File: src/rtl/regfile_pkg.sv
// regfile_pkg: shared constants and index helpers for the multi-port register file
package regfile_pkg;
  localparam int XZR = 31;
  localparam int DEF_XLEN = 64;
  localparam int DEF_NUM_REGS = 32;
  function automatic int lo(input int k, input int w);
    return k * w;
  endfunction
  // True when idx names a real, writable register (in range and not the hardwired zero).
  function automatic logic reg_ok(input int idx, input int num_regs, input int zero_en, input int zero_reg);
    return idx < num_regs && !(zero_en != 0 && idx == zero_reg);
  endfunction
endpackage

File: src/rtl/regfile_scoreboard.sv
// regfile_scoreboard: per-register busy bits with alloc-over-write priority and per-port lookup
module regfile_scoreboard
  import regfile_pkg::*;
#(
  parameter int NUM_REGS = DEF_NUM_REGS,
  parameter int NUM_RD = 2,
  parameter int NUM_WR = 1,
  parameter int ZERO_EN = 1,
  parameter int ZERO_REG = XZR,
  parameter int BYPASS = 1,
  localparam int ADDR_W = $clog2(NUM_REGS)
) (
  input  logic                     clk,
  input  logic                     rst,
  input  logic [NUM_WR-1:0]        wr_en,
  input  logic [NUM_WR*ADDR_W-1:0] wr_idx,
  input  logic                     alloc,
  input  logic [ADDR_W-1:0]        alloc_idx,
  input  logic [NUM_RD*ADDR_W-1:0] rd_idx,
  output logic [NUM_RD-1:0]        rd_busy,
  output logic [NUM_REGS-1:0]      busy_vec
);
  logic [NUM_REGS-1:0] busy_nxt;
  always_comb begin
    busy_nxt = busy_vec;
    for (int k = 0; k < NUM_WR; k++)
      if (wr_en[k] && reg_ok(int'(wr_idx[lo(k, ADDR_W) +: ADDR_W]), NUM_REGS, ZERO_EN, ZERO_REG))
        busy_nxt[wr_idx[lo(k, ADDR_W) +: ADDR_W]] = 1'b0;
    if (alloc && reg_ok(int'(alloc_idx), NUM_REGS, ZERO_EN, ZERO_REG))
      busy_nxt[alloc_idx] = 1'b1;
  end
  always_ff @(posedge clk or posedge rst)
    if (rst) busy_vec <= '0;
    else busy_vec <= busy_nxt;
  for (genvar j = 0; j < NUM_RD; j++) begin : g_rd
    logic [ADDR_W-1:0] idx;
    logic hit;
    assign idx = rd_idx[j*ADDR_W +: ADDR_W];
    always_comb begin
      hit = 1'b0;
      for (int k = 0; k < NUM_WR; k++)
        hit = hit | (wr_en[k] && wr_idx[lo(k, ADDR_W) +: ADDR_W] == idx);
    end
    assign rd_busy[j] = reg_ok(int'(idx), NUM_REGS, ZERO_EN, ZERO_REG) && !(BYPASS != 0 && hit) && busy_vec[idx];
  end
endmodule

File: src/rtl/register_file_mp.sv
// register_file_mp: parametrised multi-port register file with zero register, bypass and scoreboard
module register_file_mp
  import regfile_pkg::*;
#(
  parameter int XLEN = DEF_XLEN,
  parameter int NUM_REGS = DEF_NUM_REGS,
  parameter int NUM_RD = 2,
  parameter int NUM_WR = 1,
  parameter int ZERO_EN = 1,
  parameter int ZERO_REG = XZR,
  parameter int BYPASS = 1,
  localparam int ADDR_W = $clog2(NUM_REGS)
) (
  input  logic                     CLK,
  input  logic                     RESET,
  input  logic [NUM_WR-1:0]        REG_WRITE,
  input  logic [NUM_WR*ADDR_W-1:0] write_reg,
  input  logic [NUM_WR*XLEN-1:0]   writeData,
  input  logic [NUM_RD*ADDR_W-1:0] read_reg,
  output logic [NUM_RD*XLEN-1:0]   read_data,
  output logic [NUM_RD-1:0]        read_busy,
  input  logic                     ALLOC,
  input  logic [ADDR_W-1:0]        alloc_reg,
  output logic [NUM_REGS-1:0]      busy_vec
);
  logic [XLEN-1:0] regs [NUM_REGS];
  // Later ports overwrite earlier ones in the same edge, so the highest port wins.
  always_ff @(posedge CLK or posedge RESET)
    if (RESET) begin
      for (int i = 0; i < NUM_REGS; i++) regs[i] <= '0;
    end else begin
      for (int k = 0; k < NUM_WR; k++)
        if (REG_WRITE[k] && reg_ok(int'(write_reg[lo(k, ADDR_W) +: ADDR_W]), NUM_REGS, ZERO_EN, ZERO_REG))
          regs[write_reg[lo(k, ADDR_W) +: ADDR_W]] <= writeData[lo(k, XLEN) +: XLEN];
    end
  for (genvar j = 0; j < NUM_RD; j++) begin : g_rd
    logic [ADDR_W-1:0] idx;
    logic [XLEN-1:0] fwd;
    logic hit;
    assign idx = read_reg[j*ADDR_W +: ADDR_W];
    always_comb begin
      hit = 1'b0;
      fwd = '0;
      for (int k = 0; k < NUM_WR; k++)
        if (REG_WRITE[k] && write_reg[lo(k, ADDR_W) +: ADDR_W] == idx) begin
          hit = 1'b1;
          fwd = writeData[lo(k, XLEN) +: XLEN];
        end
    end
    assign read_data[j*XLEN +: XLEN] = (RESET || !reg_ok(int'(idx), NUM_REGS, ZERO_EN, ZERO_REG)) ? '0 :
                                       (BYPASS != 0 && hit) ? fwd : regs[idx];
  end
  regfile_scoreboard #(
    .NUM_REGS(NUM_REGS), .NUM_RD(NUM_RD), .NUM_WR(NUM_WR),
    .ZERO_EN(ZERO_EN), .ZERO_REG(ZERO_REG), .BYPASS(BYPASS)
  ) u_sb (
    .clk(CLK), .rst(RESET), .wr_en(REG_WRITE), .wr_idx(write_reg),
    .alloc(ALLOC), .alloc_idx(alloc_reg), .rd_idx(read_reg),
    .rd_busy(read_busy), .busy_vec(busy_vec)
  );
endmodule

File: config.mk
export PLATFORM = sky130hd
export DESIGN_NAME = register_file_mp
export DESIGN_NICKNAME = d
export VERILOG_FILES = /design/src/rtl/regfile_pkg.sv /design/src/rtl/regfile_scoreboard.sv /design/src/rtl/register_file_mp.sv
export SDC_FILE = /design/constraint.sdc
export NUM_CORES = 2
export LEC_CHECK = 0
export BUFFER_PORTS_ARGS = -buffer_cell sky130_fd_sc_hd__buf_4
export CORE_UTILIZATION = 35
export CTS_BUF_LIST = sky130_fd_sc_hd__clkbuf_4 sky130_fd_sc_hd__clkbuf_8
export DETAILED_ROUTE_END_ITERATION = 7
export REMOVE_ABC_BUFFERS = 1
export SETUP_SLACK_MARGIN = 0.02
export SKIP_CTS_REPAIR_TIMING = 1
export SLEW_MARGIN = 30
export SYNTH_ARGS = -nofsm -noshare
export SYNTH_HDL_FRONTEND = slang
export SYNTH_SLANG_ARGS = --single-unit
File: constraint.sdc
create_clock -name CLK -period 90 [get_ports CLK]
set_clock_uncertainty 0.05 [all_clocks]
set_input_delay 18 -clock CLK [delete_from_list [all_inputs] [get_ports CLK]]
set_output_delay 18 -clock CLK [all_outputs]
set_load 0.05 [all_outputs]
==> flow_metrics.py <==
metrics = {
    "route": {
        "vias_per_cell": 6.217,
        "dr.pass1.iters": 6,
        "first_iter_violations": 6824,
        "avgRoutedWirePerCell_um": 32.76,
        "drc_errors": 0,
        "vias": 73530,
        "drt_wl_total_um": 387400,
        "ant_nets": 0,
    },
    "cells_and_area": {
        "stdcell_count": 11830,
        "drive_gt1_share_pct": 41.76,
        "n_fill_cell": 28780,
        "area_growth_pct": 12.64,
        "nets": 7475,
        "mostFrequentLayoutCells": "dfrtp_1, mux2_2, mux4_2",
        "final_common_cell": "dfrtp_1",
    },
    "place": {
        "pre_cts_ws_ns": 47.73,
        "port_buffers": 249,
        "dp_hpwl_um": 209700,
        "placed_cells": 11150,
        "place_congestion": 0.7877,
    },
    "synth": {
        "synthFlopType": "dfrtp_1",
        "synth_edf_count": 0,
        "synth_cells": 7469,
        "synth_top_area_share_pct": 47.43,
        "synth.distinct_cells": 44,
        "yosys_register_bits": 2080,
        "syn_area_um2": 109700,
        "synth_area_leaders": "dfrtp_1, mux4_2, mux2_2, mux2_1, mux2i_1",
        "syn_avg_cell_area_um2": 14.69,
        "yosys.area.top_type": "dfrtp_1",
        "async_flop_share_pct": 100.0,
        "yosysSeqAreaShare_pct": 47.43,
        "yosys_warnings": 0,
    },
    "power": {
        "power_switching_w": 0.0008113,
        "irDropWorstVdd_v": 0.00001206,
        "combPwrFrac_pct": 20.1,
        "swShare_pct": 29.15,
        "fin_total_pwr_w": 0.002783,
        "clkPwrFrac_pct": 35.2,
        "power.leakage_nw": 54.06,
        "cellInternalPower_w": 0.001972,
        "pwr_density_cell_nw_per_um2": 22.51,
        "seqPwrFrac_pct": 44.8,
    },
    "cts": {
        "clock-sinks": 2080,
        "cts_tree": "built",
        "h-tree-depth": 5,
        "cts_root_buf": "clkbuf_8",
        "path_clk_slew_ns": 0.06,
        "worstSkewPairLatency_ns": 1.01,
        "clockBufferDepth": 4,
        "cts_buffers": 371,
    },
    "floorplan": {
        "die_area_um2": 315800,
        "dieHeight_um": 562.0,
        "start_util_pct": 35.19,
        "core_um2": 311900,
        "dieWidth_um": 562.0,
        "pin_count": 250,
        "floorplan.rows": 205,
    },
    "grt": {
        "grt.total_usage_pct": 24.24,
        "grt_max_degree": 182,
        "overflow": 0,
        "grt_pass1_wl_um": 562300,
        "antenna_found_initial": 29,
        "grt_pass1_vias": 77740,
    },
    "worst_setup_path": {
        "cp_top_family": "buffers and inverters",
        "crit_top_cell": "buf_4",
        "worstPathArrival_ns": 24.22,
        "path_class": "in2out",
        "critPathRequiredTime_ns": 71.95,
        "critPathBufInv": 6,
        "crit_slowest_cell": "buf_4",
        "endpoint_kind": "output pin",
        "startpoint_type": "primary input",
        "critPathMaxStageDelay_ns": 0.86,
        "worstPathCellList": "buf_8 > buf_6 > buf_4 > buf_12 > buf_4 > mux4_2 > a22o_1 > a2111oi_0 > a21oi_1 > a22o_1 > buf_4",
        "crit_fanout": 97,
    },
    "sta": {
        "fin_crit_ns": 42.27,
        "setup_viol": 0,
        "rsz0062_at_grt": "no",
        "timing.slew.headroom_pct": 27.66,
        "max_slew.worst_pin.slew_ns": 1.085,
        "fin_setup_tns_ns": 0,
        "setup_ws_ns": 47.73,
        "post-route-period-util_pct": 46.97,
        "hold_viol_final": 0,
        "drv_slew": 0,
        "max_freq_ghz": 0.02366,
    },
    "outcome": {
        "status": "finished clean",
    },
    "worst_hold_path": {
        "hp-class": "reg2reg",
    },
    "run": {
        "maxCapViolations": 0,
    },
}
power by group through the flow:
stage | clock network, W | registers [W] | logic, W
3_5_place_dp | 0 | 0.00125 | 0.000559
6_report | 0.000979 | 0.00125 | 0.000559
5_1_grt | 0.00104 | 0.00127 | 0.000596
3_3_place_gp | 0 | 0.00124 | 0.000543
2_1_floorplan | 0 | 0.00123 | 0.000391
4_1_cts | 0.000996 | 0.00124 | 0.000560
area by class of cell:
type	count	area (um2)	share of cell area (%)
multi-input cells	4488	54250	43.89
clock inverters	78	814.5	0.6589
repair buffers	444	3850	3.115
diodes	8	20.02	0.01620
inverters	2	20.02	0.01620
flip-flops and latches	2080	52050	42.11
clock buffers	587	7428	6.009
well taps	4140	5180	4.191
flip-flops by register name, indices dropped and copies added, names as in the netlist:
signal	flops
u_sb.busy_vec	32
regs	2048
cell usage after synthesis, types with 3 or more instances:
library cell  count
nand2b_1          3
nand3b_1          7
nand2_1          36
a22o_1          238
o31ai_1           3
buf_4            30
a22oi_1         118
mux2_1          734
nor3b_1           9
a2111oi_1         3
buf_2           221
o221ai_1        128
dfrtp_1        2080
buf_1            27
xor2_1            8
a21oi_1         242
nor2_2            4
o21ai_0          39
nor2b_1           8
a211oi_1         15
clkbuf_1        605
o21ai_1          13
nor3_1            5
buf_6            16
a32o_1           17
nor2_1           22
a2111oi_0       109
nand3_1           7
mux2_2         1250
mux2i_1         540
mux4_2          787
o22ai_1         127
cells by family after synthesis:
| logic type | after synthesis | share of synthesized area [%] |
|---|---|---|
| simple gates | 115 | 0.5438 |
| xor+xnor | 10 | 0.07981 |
| buf+inv | 901 | 3.546 |
| flops | 2080 | 47.43 |
| mux | 3311 | 41.43 |
| compound gates | 1052 | 6.968 |
stage by stage:
step	area (um2)	util [%]	hold slack [ns]
6_report	123600	39.63	0.3512
5_1_grt	123600	39.63	0.3583
3_5_place_dp	115100	36.92	0.3400
2_1_floorplan	105900	-	0.3234
4_1_cts	123400	39.56	0.3520
3_3_place_gp	114900	36.84	0.3344
routing by layer:
layer  up-vias  track usage (%)  wire length (um)
met1     40320            32.95            162600
met5         -                0                89
met3       774            4.899             30640
met2      3318            38.42            179900
met4        14            8.606             14200
li1      29110                -                 -
final timing paths:
check                           depth (start not counted)         from  slack, ns                to
worst max-delay path                                   11  read_reg[5]      47.73     read_data[81]
worst min-delay path                                    0     regs[45]       0.35          regs[45]
worst max register to register                          1   regs[1534]      89.12        regs[1534]
worst min register to register                          0     regs[45]       0.35          regs[45]
max in group asynchronous                               7        RESET      69.17         regs[419]
min in group asynchronous                               2        RESET      17.02  u_sb.busy_vec[4]
Power figures use the tool's default switching activity.
